**src/rtl/pcs_rx_pkg.sv**
```systemverilog
// Shared definitions for the PCS receive alignment path.
// Holds the alignment FSM state encoding (also exported on the debug state port)
// and the per-rate lane count and alignment-marker period constants.
package pcs_rx_pkg;

    typedef enum logic [2:0] {
        StWaitBlk = 3'd0,
        StWaitAm  = 3'd1,
        StDeskew  = 3'd2,
        StAligned = 3'd3,
        StLoss    = 3'd4
    } align_state_e;

    localparam int unsigned AM_PERIOD_40G  = 16384;
    localparam int unsigned AM_PERIOD_100G = AM_PERIOD_40G;

    localparam int unsigned LANE_N_40G  = 4;
    localparam int unsigned LANE_N_100G = 20;

endpackage

```
**src/rtl/pcs_rx_align_err_cnt.sv**
```systemverilog
// Saturating consecutive-error counter.
// Ports:
//   clk, nreset  - clock and synchronous active-low reset
//   clr_i        - clear the count (wins over inc_i)
//   inc_i        - count one error event
//   cnt_o        - current count
//   hit_o        - combinational: the event on inc_i this cycle brings the count to THRESH
module pcs_rx_align_err_cnt #(
    parameter int unsigned WIDTH  = 2,
    parameter int unsigned THRESH = 3
) (
    input  logic             clk,
    input  logic             nreset,
    input  logic             clr_i,
    input  logic             inc_i,
    output logic [WIDTH-1:0] cnt_o,
    output logic             hit_o
);

    logic [WIDTH-1:0] cnt_q, cnt_d;

    always_comb begin
        cnt_d = cnt_q;
        if (clr_i) begin
            cnt_d = '0;
        end else if (inc_i && (cnt_q != {WIDTH{1'b1}})) begin
            cnt_d = cnt_q + 1'b1;
        end
    end

    always_ff @(posedge clk) begin
        if (!nreset) begin
            cnt_q <= '0;
        end else begin
            cnt_q <= cnt_d;
        end
    end

    assign cnt_o = cnt_q;
    assign hit_o = inc_i && !clr_i && ((32'(cnt_q) + 32'd1) >= THRESH);

endmodule

```
**src/rtl/pcs_rx_align_ctrl.sv**
```systemverilog
// PCS receive link bring-up / alignment supervisor.
// Sequences WAIT_BLK -> WAIT_AM -> DESKEW -> ALIGNED, dropping through a one-cycle
// LOSS state on lock loss, deskew timeout or repeated misaligned AMs.
// Ports:
//   clk, nreset      - clock and synchronous active-low reset
//   block_lock_v_i   - per-lane 66b block lock
//   am_lock_v_i      - per-lane alignment-marker lock
//   am_v_i           - per-lane AM strobe after deskew
//   deskew_done_i    - deskew stage reports alignment
//   deskew_rst_o     - 1-cycle restart pulse for the deskew stage
//   lane_resync_o    - 1-cycle per-lane lock restart pulses
//   rx_en_o          - descrambler/decoder enable
//   align_status_o   - PCS alignment status
//   am_err_cnt_o     - saturating count of alignment losses
//   state_o          - encoded FSM state
module pcs_rx_align_ctrl
    import pcs_rx_pkg::*;
#(
    parameter int unsigned LANE_N     = LANE_N_40G,
    parameter int unsigned AM_PERIOD  = AM_PERIOD_40G,
    parameter int unsigned DESKEW_TO  = 4 * AM_PERIOD,
    parameter int unsigned AM_ERR_MAX = 3,
    parameter int unsigned CNT_W      = $clog2(DESKEW_TO + 1)
) (
    input  logic              clk,
    input  logic              nreset,
    input  logic [LANE_N-1:0] block_lock_v_i,
    input  logic [LANE_N-1:0] am_lock_v_i,
    input  logic [LANE_N-1:0] am_v_i,
    input  logic              deskew_done_i,
    output logic              deskew_rst_o,
    output logic [LANE_N-1:0] lane_resync_o,
    output logic              rx_en_o,
    output logic              align_status_o,
    output logic [7:0]        am_err_cnt_o,
    output logic [2:0]        state_o
);

    localparam int unsigned ERR_W = $clog2(AM_ERR_MAX + 1);
    localparam logic [CNT_W-1:0] TO_LAST = CNT_W'(DESKEW_TO - 1);

    align_state_e      state_q, state_d;
    logic [CNT_W-1:0]  to_cnt_q, to_cnt_d;
    logic              deskew_rst_q, deskew_rst_d;
    logic [LANE_N-1:0] lane_resync_q, lane_resync_d;
    logic              align_q, align_d;
    logic [7:0]        loss_cnt_q, loss_cnt_d;

    logic              lock_ok, all_am, am_event;
    logic              err_clr, err_inc, err_hit;
    logic [ERR_W-1:0]  err_cnt;
    logic [LANE_N-1:0] lane_miss;
    logic              enter_loss;

    assign lock_ok   = (&block_lock_v_i) && (&am_lock_v_i);
    assign all_am    = &am_v_i;
    assign am_event  = |am_v_i;
    assign lane_miss = ~(block_lock_v_i & am_lock_v_i);

    // Count only while aligned; lock drop takes priority so it never counts.
    assign err_clr = (state_q != StAligned) || all_am;
    assign err_inc = (state_q == StAligned) && am_event && !all_am && lock_ok;

    pcs_rx_align_err_cnt #(
        .WIDTH  (ERR_W),
        .THRESH (AM_ERR_MAX)
    ) u_am_err_cnt (
        .clk    (clk),
        .nreset (nreset),
        .clr_i  (err_clr),
        .inc_i  (err_inc),
        .cnt_o  (err_cnt),
        .hit_o  (err_hit)
    );

    always_comb begin
        state_d  = state_q;
        to_cnt_d = to_cnt_q;
        unique case (state_q)
            StWaitBlk: begin
                if (&block_lock_v_i) state_d = StWaitAm;
            end
            StWaitAm: begin
                to_cnt_d = '0;
                if (!(&block_lock_v_i)) begin
                    state_d = StWaitBlk;
                end else if (&am_lock_v_i) begin
                    state_d = StDeskew;
                end
            end
            StDeskew: begin
                if (to_cnt_q != TO_LAST) to_cnt_d = to_cnt_q + 1'b1;
                if (!lock_ok) begin
                    state_d = StLoss;
                end else if (deskew_done_i && all_am) begin
                    state_d = StAligned;
                end else if (to_cnt_q == TO_LAST) begin
                    state_d = StLoss;
                end
            end
            StAligned: begin
                if (!lock_ok || err_hit) state_d = StLoss;
            end
            StLoss: begin
                state_d = StWaitBlk;
            end
            default: begin
                state_d = StWaitBlk;
            end
        endcase
    end

    // Outputs are registered off the transition so pulses line up with the new state.
    always_comb begin
        enter_loss    = (state_d == StLoss) && (state_q != StLoss);
        deskew_rst_d  = (state_q == StWaitAm) && (state_d == StDeskew);
        align_d       = (state_d == StAligned);
        lane_resync_d = '0;
        loss_cnt_d    = loss_cnt_q;
        if (enter_loss) begin
            // With every lane still locked (AM mismatch or timeout) resync them all.
            lane_resync_d = (lane_miss == '0) ? '1 : lane_miss;
            if (loss_cnt_q != 8'hff) loss_cnt_d = loss_cnt_q + 8'd1;
        end
    end

    always_ff @(posedge clk) begin
        if (!nreset) begin
            state_q       <= StWaitBlk;
            to_cnt_q      <= '0;
            deskew_rst_q  <= 1'b0;
            lane_resync_q <= '0;
            align_q       <= 1'b0;
            loss_cnt_q    <= 8'd0;
        end else begin
            state_q       <= state_d;
            to_cnt_q      <= to_cnt_d;
            deskew_rst_q  <= deskew_rst_d;
            lane_resync_q <= lane_resync_d;
            align_q       <= align_d;
            loss_cnt_q    <= loss_cnt_d;
        end
    end

    assign deskew_rst_o   = deskew_rst_q;
    assign lane_resync_o  = lane_resync_q;
    assign rx_en_o        = align_q;
    assign align_status_o = align_q;
    assign am_err_cnt_o   = loss_cnt_q;
    assign state_o        = state_q;

endmodule

```
**config.mk**
```make
export PLATFORM = sky130hd
export DESIGN_NAME = pcs_rx_align_ctrl
export DESIGN_NICKNAME = d
export VERILOG_FILES = /design/src/rtl/pcs_rx_pkg.sv /design/src/rtl/pcs_rx_align_err_cnt.sv /design/src/rtl/pcs_rx_align_ctrl.sv
export SDC_FILE = /design/constraint.sdc
export NUM_CORES = 1
export LEC_CHECK = 0
export CORE_ASPECT_RATIO = 1.2
export CORE_MARGIN = 2
export CORE_UTILIZATION = 30
export DETAILED_ROUTE_END_ITERATION = 8
export HOLD_SLACK_MARGIN = 0.1
export PLACE_DENSITY = 0.5
export REMOVE_ABC_BUFFERS = 1
export SLEW_MARGIN = 25
export SYNTH_ARGS = -nofsm -noshare
export SYNTH_HDL_FRONTEND = slang
export SYNTH_SLANG_ARGS = --single-unit
```
**constraint.sdc**
```tcl
create_clock -name clk -period 3.1 [get_ports clk]
set_input_delay 0.31 -clock clk [delete_from_list [all_inputs] [get_ports clk]]
set_output_delay 0.31 -clock clk [all_outputs]
set_load 0.01 [all_outputs]
```
# ---- Word-level counts from Yosys, hierarchy flattened
# Index checks and enable logic that the tools add are counted.
dict set report word_totals {
  ram_bits 0
  out_inout_bits 18
  ff_bits 36
  elab_cells 65
  memories 0
  rom_bits 0
  in_bits 15
  latch_bits 0
}
dict set report op_classes {
  div_mod_pow 0
  bitwise_logic 3
  mul 0
  n_eq_ne 13
  magnitude_cmp 1
  shift 0
  addsub 4
  n_reduce_logical 26
  mux 11
}
# op count
set ops {}
lappend ops {{$pmux W17 S2} 1}
lappend ops {{$ge A32 B2 Y1 const B} 1}
lappend ops {{$mux W3} 7}
lappend ops {{$add A17 B1 Y17 const B} 1}
lappend ops {{$eq A17 B16 Y1 const B} 1}
lappend ops {{$mux W17} 1}
lappend ops {{$ne A17 B16 Y1 const B} 1}
lappend ops {{$eq A3 B2 Y1 const B} 4}
lappend ops {{$pmux W3 S4} 1}
lappend ops {{$reduce_and A4 Y1} 3}
lappend ops {{$logic_and A1 B1 Y1} 10}
lappend ops {{$add A8 B1 Y8 const B} 1}
lappend ops {{$ne A8 B8 Y1 const B} 1}
lappend ops {{$reduce_and A2 Y1} 3}
lappend ops {{$and A4 B4 Y4} 1}
lappend ops {{$logic_not A4 Y1} 1}
lappend ops {{$mux W4} 1}
lappend ops {{$ne A2 B2 Y1 const B} 2}
lappend ops {{$not A4 Y4} 1}
lappend ops {{$reduce_or A4 Y1} 1}
lappend ops {{$add A2 B1 Y3 const B} 1}
lappend ops {{$eq A3 B1 Y1 const B} 1}
lappend ops {{$eq A3 B3 Y1 const B} 1}
lappend ops {{$logic_not A1 Y1} 3}
lappend ops {{8 further kinds} 9}

# ---- Depth between registers and ports, before layout
dict set report depth {
  word_depth 12
  depth_mapped 12
}

# ---- Cells and area by module
# Synthesis repeated with hierarchy kept, for this count alone.
dict set report unflattened {
  hier_cells 201
  area_unflattened_um2 1752.9
}
# module instances cells_per_inst seq_area_each_um2 area_each_um2
set by_module_without_submodules {}
lappend by_module_without_submodules {pcs_rx_align_ctrl 1 188 680.7 1630.3}
lappend by_module_without_submodules {pcs_rx_align_err_cnt 1 13 40.0 122.6}

# ---- Worst setup path before layout
# No wires, ideal clock.
dict set report synth_timing {
  path_type {reg-to-reg}
  startpoint {register to_cnt_q[0]}
  endpoint {register to_cnt_q[15]}
  path_buffers 0
  path_stages_with_launch 12
  arrival_ns 2.195
  setup_slack_ns 0.779
  path_cell_list {dfxtp_1 ha_1 nand2_1 nor2_1 nand2_1 nor3_1 ha_1 or3b_4 a2111oi_4 nor3b_2 xnor2_1 nor2_2}
}
dict set report synth_via {
  elab_chain_len 3
}
# element line_no
set synth_lines {}
lappend synth_lines {{start: declaration} pcs_rx_align_ctrl.sv:43} ;# logic [CNT_W-1:0] to_cnt_q, to_cnt_d;
lappend synth_lines {{start signal: assignment} pcs_rx_align_ctrl.sv:137} ;# to_cnt_q <= to_cnt_d;
lappend synth_lines {{$add A17 B1 Y17 / $ne A17 B16 Y1 (equally long branches)} pcs_rx_align_ctrl.sv:92} ;# if (to_cnt_q != TO_LAST) to_cnt_d = to_cnt_q + 1'b1;
lappend synth_lines {{$mux W17 / $ne A2 B2 Y1 (equally long branches)} n/a}
lappend synth_lines {{$pmux W17 S2 / $reduce_and A2 Y1 (equally long branches)} n/a}
# Several ways; a longest one is shown, not always the timed one. The select of a mux whose other input is x is not followed.
# A chain may end at the register's enable or synchronous reset.

# ---- Worst setup path in the final report
dict set report layout_timing {
  startpoint {register to_cnt_q[6]}
  endpoint {register loss_cnt_q[5] (netlist: am_err_cnt_o[5])}
}
dict set report layout_via {
  elab_chain_len 8
}
# element line_no
set layout_lines {}
lappend layout_lines {{$eq A17 B16 Y1} pcs_rx_align_ctrl.sv:97} ;# end else if (to_cnt_q == TO_LAST) begin
lappend layout_lines {{$mux W3} pcs_rx_align_ctrl.sv:97}
lappend layout_lines {{$mux W3} pcs_rx_align_ctrl.sv:95} ;# end else if (deskew_done_i && all_am) begin
lappend layout_lines {{$mux W3} pcs_rx_align_ctrl.sv:93} ;# if (!lock_ok) begin
lappend layout_lines {{$pmux W3 S4} pcs_rx_align_ctrl.sv:79} ;# unique case (state_q)
lappend layout_lines {{$eq A3 B3 Y1} pcs_rx_align_ctrl.sv:115} ;# enter_loss = (state_d == StLoss) && (state_q != StLoss);
lappend layout_lines {{$logic_and A1 B1 Y1} pcs_rx_align_ctrl.sv:115}
lappend layout_lines {{$reduce_and A2 Y1 (no source line)} n/a}
lappend layout_lines {{end signal: assignment} pcs_rx_align_ctrl.sv:141} ;# loss_cnt_q <= loss_cnt_d;
lappend layout_lines {{end: declaration} pcs_rx_align_ctrl.sv:47} ;# logic [7:0] loss_cnt_q, loss_cnt_d;
# Every way passes these cells.

==> flow_metrics.py <==
metrics = {
    "outcome": {
        "status": "complete, no violations",
    },
    "critical_path": {
        "timing.rr.start": "to_cnt_q[6]",
        "cp.arrival_ns": 2.72,
        "reg2reg_slack_ns": 0.60,
        "cp_max_fo": 12,
        "reg2reg_to": "am_err_cnt_o[5]",
        "end_kind": "register",
        "r2r_cells": 9,
        "cp-start-kind": "register",
        "cp.required_ns": 3.32,
        "path_class": "reg -> reg",
    },
    "placed_design": {
        "pre_cts_ws_ns": 0.592,
        "port_buffers": 32,
        "place_hpwl_mm": 2.81,
        "gp_congestion": 0.779,
        "placed_cells": 303,
    },
    "global_routing": {
        "overflow": 0,
        "grt_pass1_vias": 1431,
        "grt_pass1_wl_mm": 6.51,
        "grt_max_degree": 15,
        "antenna_found_initial": 0,
        "grt.total_usage": 0.128,
    },
    "sta": {
        "worstMarginPinSlew_ns": 0.752,
        "rsz0062_at_grt": "false",
        "fmax_mhz": 400,
        "min_period_over_period": 0.807,
        "finalWorstSetupSlack_ns": 0.599,
        "clock_skew_ns": 0.0134,
        "hold_violations": 0,
        "relSlewSlack": 0.496,
        "finalSetupViolations": 0,
        "fin_setup_tns_ns": 0,
        "drv_slew": 0,
        "min_period_ns": 2.50,
    },
    "power_and_ir_drop": {
        "p_per_area_mw_per_mm2": 369,
        "p_sw_frac": 0.232,
        "vdd_drop_max_uv": 205,
        "power_w": 0.000831,
        "seqPwrFrac": 0.557,
        "clockPowerShare": 0.399,
        "p_sw_w": 0.000193,
        "internal_power_w": 0.000639,
        "combinationalPowerShare": 0.044,
        "leakagePower_nw": 0.710,
    },
    "layout": {
        "area.growth.synth_to_final_pct": 27.4,
        "regArea_sq_um": 721,
        "multiInputGateArea_sq_um": 980,
        "n_fill_cell": 587,
        "utilization": 0.398,
        "diodes": 0,
        "drive_gt1_frac": 0.0952,
        "instances_no_fill": 311,
        "nNetsFinal": 250,
    },
    "synth": {
        "synth_top_area_frac": 0.407,
        "postSynthAreaPerCell_sq_um": 9.12,
        "ys_warn_count": 0,
        "synth_edf_count": 0,
        "synth_area_leaders": "dfxtp_1 (41%), nor2_1 (4.9%), a2111oi_4 (4.7%)",
        "ys_types": 43,
        "synth_common_cells": "dfxtp_1 (36), nor2_1 (23), nand2_1 (13)",
        "yosys.area.top_type": "dfxtp_1",
        "ys_ff_latch": 36,
        "ys.flop_type": "dfxtp_1",
        "syn_inst": 194,
        "yosysMostFrequentCell": "dfxtp_1",
        "synth.cell_area_sq_mm": 0.00177,
        "seq_area_frac_synth": 0.407,
        "synthArstFlopShare": 0,
    },
    "job": {
        "cap_violations": 0,
    },
    "drt": {
        "drt-initial-drc-count": 49,
        "ant_nets": 0,
        "wl_per_cell_um": 12.1,
        "vias": 1477,
        "first_pass_iters": 4,
        "vias_per_cell": 4.75,
        "drc": 0,
        "routed_wl_mm": 3.77,
    },
    "clock_tree": {
        "hold_buffers": 0,
        "clk_path_buf_depth": 2,
        "post_cts_buffers": 0,
        "cts_buffers": 5,
        "cts-resized-gates": 0,
        "root_buffer": "clkbuf_8",
        "worst_skew_pair.late_latency_ns": 0.29,
        "cts.clk_slew.worst_paths_ns": 0.08,
        "cts_max_level": 2,
        "cts_tree": "done",
        "cts_sinks": 36,
    },
    "worst_hold_path": {
        "min_from": "to_cnt_q[1]",
        "holdPathStages": 2,
        "min_path_type": "reg -> reg",
        "hold_path_end": "to_cnt_q[1]",
    },
    "floorplanning": {
        "num_rows": 30,
        "dieArea_sq_mm": 0.00653,
        "ios": 33,
        "die_w_um": 74.1,
        "start_util": 0.312,
        "core_sq_mm": 0.00567,
        "die_y_um": 88.1,
    },
}
==> metrics by stage <==
stage               hold WS (ns)  instance area, sq um
floorplan                  0.411                  1730
global placement           0.471                  2170
detailed placement         0.474                  2170
CTS                        0.483                  2250
global route               0.512                  2250
finish                     0.484                  2250
==> metal layers <==
metal	GRT usage	vias to the layer above	part of all wire
met2	0.218	30	0.47
met5	0	-	0
li1	-	767	-
met4	0.0446	0	0.016
met1	0.156	675	0.47
met3	0.0322	5	0.050
==> placed cells by master (no fill, tap or decap), drive strengths merged, types with 2 or more instances in the layout <==
master / instances
nand2: 13
nor4: 4
clkdlybuf4s50: 32
clkinv: 4
xor2: 8
ha: 5
a2111oi: 3
xnor2: 8
and4: 4
or4: 2
nand2b: 4
inv: 7
nand4: 4
and3: 3
clkbuf: 5
dfxtp: 36
a31oi: 5
or2: 3
a21oi: 11
a211oi: 2
nor3: 6
o41ai: 3
or3: 3
o21ai: 5
o31ai: 4
nor2: 24
buf: 2
nand3: 11
==> logic make-up (layout without fill, tap and decap cells) <==
group,count (synthesis),count (layout),synth area share
and+or+nand+nor,86,86,0.263
AOI/OAI and AO/OA,37,37,0.170
xor gates and xnor gates,16,16,0.0792
DFF,36,36,0.407
buffers and inverters,13,50,0.0389
adders and majority gates,5,5,0.0354
muxes,1,1,0.00566
==> power by group through the flow <==
stage	registers [W]	clock network [W]	logic, W
2_1_floorplan	0.000474	0	0.00000970
3_3_place_gp	0.000474	0	0.0000373
3_5_place_dp	0.000474	0	0.0000373
4_1_cts	0.000463	0.000345	0.0000375
5_1_grt	0.000463	0.000364	0.0000405
6_report	0.000463	0.000331	0.0000369
==> registers in the layout (all words and copies together), names as in the netlist <==
signal / flops
align_status_o: 1
am_err_cnt_o: 8
deskew_rst_o: 1
lane_resync_o: 4
state_o: 3
to_cnt_q: 17
u_am_err_cnt.cnt_o: 2
==> critical path: stages (launching register included) <==
cell and delay [ns]:
dfxtp_1 0.40, and4_1 0.26, nand4_1 0.20, nor3_1 0.23, ha_1 0.19, inv_1 0.07
a2111oi_4 0.28, o31ai_2 0.23, or4_1 0.44, a21oi_1 0.14
==> final cells by class <==
type / count / area share
Multi-Input combinational cell: 145 / 0.435
Sequential cell: 36 / 0.320
Timing Repair Buffer: 34 / 0.149
Tap cell: 80 / 0.0444
Clock buffer: 5 / 0.0305
Inverter: 8 / 0.0133
Clock inverter: 3 / 0.00833
==> worst max path at each step <==
| stage | startpoint | end | cells past startpoint |
|---|---|---|---|
| 2_1_floorplan | to_cnt_q[0] | to_cnt_q[15] | 11 |
| 3_3_place_gp | to_cnt_q[6] | am_err_cnt_o[7] | 9 |
| 4_1_cts | to_cnt_q[6] | am_err_cnt_o[5] | 9 |
| 6_report | to_cnt_q[6] | am_err_cnt_o[5] | 9 |
| 3_5_place_dp | to_cnt_q[6] | am_err_cnt_o[5] | 9 |
| 5_1_grt | to_cnt_q[6] | am_err_cnt_o[5] | 9 |
(Power assumes the default switching activity.)
==> edit, RTL diff (config.mk and constraints unchanged) <==
Make the reset (`nreset`) asynchronous in 2 clocked blocks. Comments in the files are not updated.
--- a/src/rtl/pcs_rx_align_err_cnt.sv
+++ b/src/rtl/pcs_rx_align_err_cnt.sv
@@ -28,7 +28,7 @@
         end
     end
 
-    always_ff @(posedge clk) begin
+    always_ff @(posedge clk or negedge nreset) begin
         if (!nreset) begin
             cnt_q <= '0;
         end else begin
--- a/src/rtl/pcs_rx_align_ctrl.sv
+++ b/src/rtl/pcs_rx_align_ctrl.sv
@@ -124,7 +124,7 @@
         end
     end
 
-    always_ff @(posedge clk) begin
+    always_ff @(posedge clk or negedge nreset) begin
         if (!nreset) begin
             state_q       <= StWaitBlk;
             to_cnt_q      <= '0;
Function: differs if nreset is asserted again (counterexample within 4 cycles, from zero or initial values and one cycle with nreset low); with nreset held inactive, the same outputs for 10 cycles.
==> edit against the unedited design <==
  * Clock power rose by 30%
  * Synthesized area rose by 5.0%
  * Worst setup slack got worse by 0.23 ns
  * Wire length increased by 3.3%
  * Sequential cell count stayed put
  * Critical endpoint is now to_cnt_q[7]
  * Final cell count decreased by 1.6%
  * Cell area up 5.1%
  * Power increased by 13%
==> edit: results (changes against the unedited design) <==
vias in the first global route 1455 (was 1431); Initial DRC Count 66 (was 49); Port-buffer cells 32 (unchanged); post-CTS sizing 0 (unchanged); VDD IR-drop max 0.274 mV (was 0.205 mV); CP max-delay cell a2111o_1 (was or4_1); drt first pass iters 5 (was 4); Layout Skew 0.00592 ns (was 0.0134 ns); Root Buffer clkbuf_8 (unchanged); Synthesis Warnings 0 (unchanged); core box area 6010 sq um (was 5670 sq um); Worst Tran Pin Value 0.826 ns (was 0.752 ns); Yosys cell types 38 (was 43); Final nets 243 (was 250); Largest register FFs 17 (unchanged); max incr delay on CP 0.54 ns (was 0.44 ns); GP Congestion 0.707 (was 0.779); initial antenna violation count 0 (unchanged); clk_lat worst skew 0.29 ns (about the same); Worst path top cell family by delay simple AND/OR/NAND/NOR gates (unchanged); CP arrival 2.95 ns (was 2.72 ns); routed len/inst 12.7 um (was 12.1 um); Synth area leaders dfrtp_1 49%, nor2_1 5.5%, xnor2_1 4.7%, xor2_1 3.8%, ha_1 3.4% (was dfxtp_1 41%, nor2_1 4.9%, a2111oi_4 4.7%, xnor2_1 4.0%, xor2_1 4.0%); DRT antenna net count 0 (unchanged); routed vias 1437 (was 1477); post-synthesis sequential area ratio 0.485 (was 0.407); leakage power 0.982 nW (was 0.710 nW); Largest Register to_cnt_q (unchanged); Antenna Cells 0 (unchanged); Total GRT Usage 0.129 (was 0.128); CTS Buf Count 5 (unchanged); Hold/Removal Path Class in -> async (was reg -> reg); largest net degree at the start of global routing 37 (was 15); critical-path maximum fanout 7 (was 12); dpl hpwl 2730 um (was 2810 um); H-Tree Level Count 2 (unchanged); post-CTS setup buffer count 0 (unchanged); synth cell count leaders 36 x dfrtp_1, 27 x nor2_1, 16 x nand2_1, 10 x xnor2_1 (was 36 x dfxtp_1, 23 x nor2_1, 13 x nand2_1, 11 x a21oi_1, 11 x nand3_1); layout cells sized above 1 0.0804 (was 0.0952); dominant register cell in the synthesized netlist dfrtp_1 (was dfxtp_1); Reg clk slew, reported paths 0.08 ns (about the same); status complete, no violations (unchanged); first-pass GRT wire length 6870 um (was 6510 um); DP Area 2250 sq um (was 2170 sq um); Fillers 591 (was 587); Async SR Flop Fraction 1.00 (was 0); Max Buffers Root-to-Sink 2 (unchanged)
==> edit: changes by cell type in the layout (fill, tap and decap cells not counted), moves of 3 or more <==
cell       delta
a2111oi_4     -3
a21oi_1       -7
a22o_1        +3
dfrtp_1      +36
dfxtp_1      -36
mux2_2        +3
nand2_1       +3
nand3_1       -6
nand4_1       +4
nor2_1        +4
o31ai_1       -3
==> edit: cell families after synthesis <==
kind of cell / Yosys count / synth area share
muxes: 4 / 0.0236
buffers and inverters: 13 / 0.0323
xor gates and xnor gates: 18 / 0.0849
DFF: 36 / 0.485
AOI/OAI and AO/OA: 29 / 0.117
adders and majority gates: 5 / 0.0337
and+or+nand+nor: 83 / 0.223
==> edit: per-layer routing <==
metal | track usage | share of wire
met1 | 0.179 | 0.46
met2 | 0.191 | 0.47
met3 | 0.0348 | 0.048
met4 | 0.0482 | 0.013
met5 | 0 | 0
==> edit: power breakdown <==
| part | leakage (nW) | total (mW) | internal, mW | switching (mW) |
|---|---|---|---|---|
| clock | 0.0548 | 0.430 | 0.242 | 0.188 |
| sequential | 0.503 | 0.472 | 0.470 | 0.00180 |
| combinational | 0.424 | 0.0394 | 0.0193 | 0.0200 |
| total | 0.982 | 0.941 | 0.731 | 0.210 |
==> edit: final timing paths <==
check / endpoint / depth (start not counted) / slack, ns / startpoint
worst min-delay path: lane_resync_o[2] / 1 / 0.11 / nreset
worst min register to register: am_err_cnt_o[5] / 1 / 0.49 / am_err_cnt_o[5]
max in group asynchronous: to_cnt_q[10] / 1 / 2.47 / nreset
worst max register to register: to_cnt_q[7] / 8 / 0.37 / to_cnt_q[0]
worst max-delay path: to_cnt_q[7] / 8 / 0.37 / to_cnt_q[0]
min in group clk: am_err_cnt_o[5] / 1 / 0.49 / am_err_cnt_o[5]
==> edit: layout make-up <==
class / count / area (sq um) / share of cell area
repair buffers: 33 / 323 / 0.136
inverters: 8 / 30.0 / 0.0127
multi-input cells: 139 / 896 / 0.378
clock inverters: 3 / 46.3 / 0.0196
well taps: 82 / 103 / 0.0433
clock buffers: 5 / 68.8 / 0.0291
flip-flops and latches: 36 / 901 / 0.381
==> edit: stage by stage <==
stage / util / power, mW / worst slack (ns) / hold WS, ns / std cells
final: 0.394 / 0.941 / 0.370 / 0.105 / 306
after floorplan: - / 0.488 / 0.611 / 0.0144 / 183
after global routing: 0.394 / 0.977 / 0.161 / 0.185 / 306
after global placement: 0.375 / 0.521 / 0.390 / 0.467 / 298
after detailed placement: 0.375 / 0.522 / 0.386 / 0.465 / 298
after CTS: 0.394 / 0.957 / 0.365 / 0.142 / 306
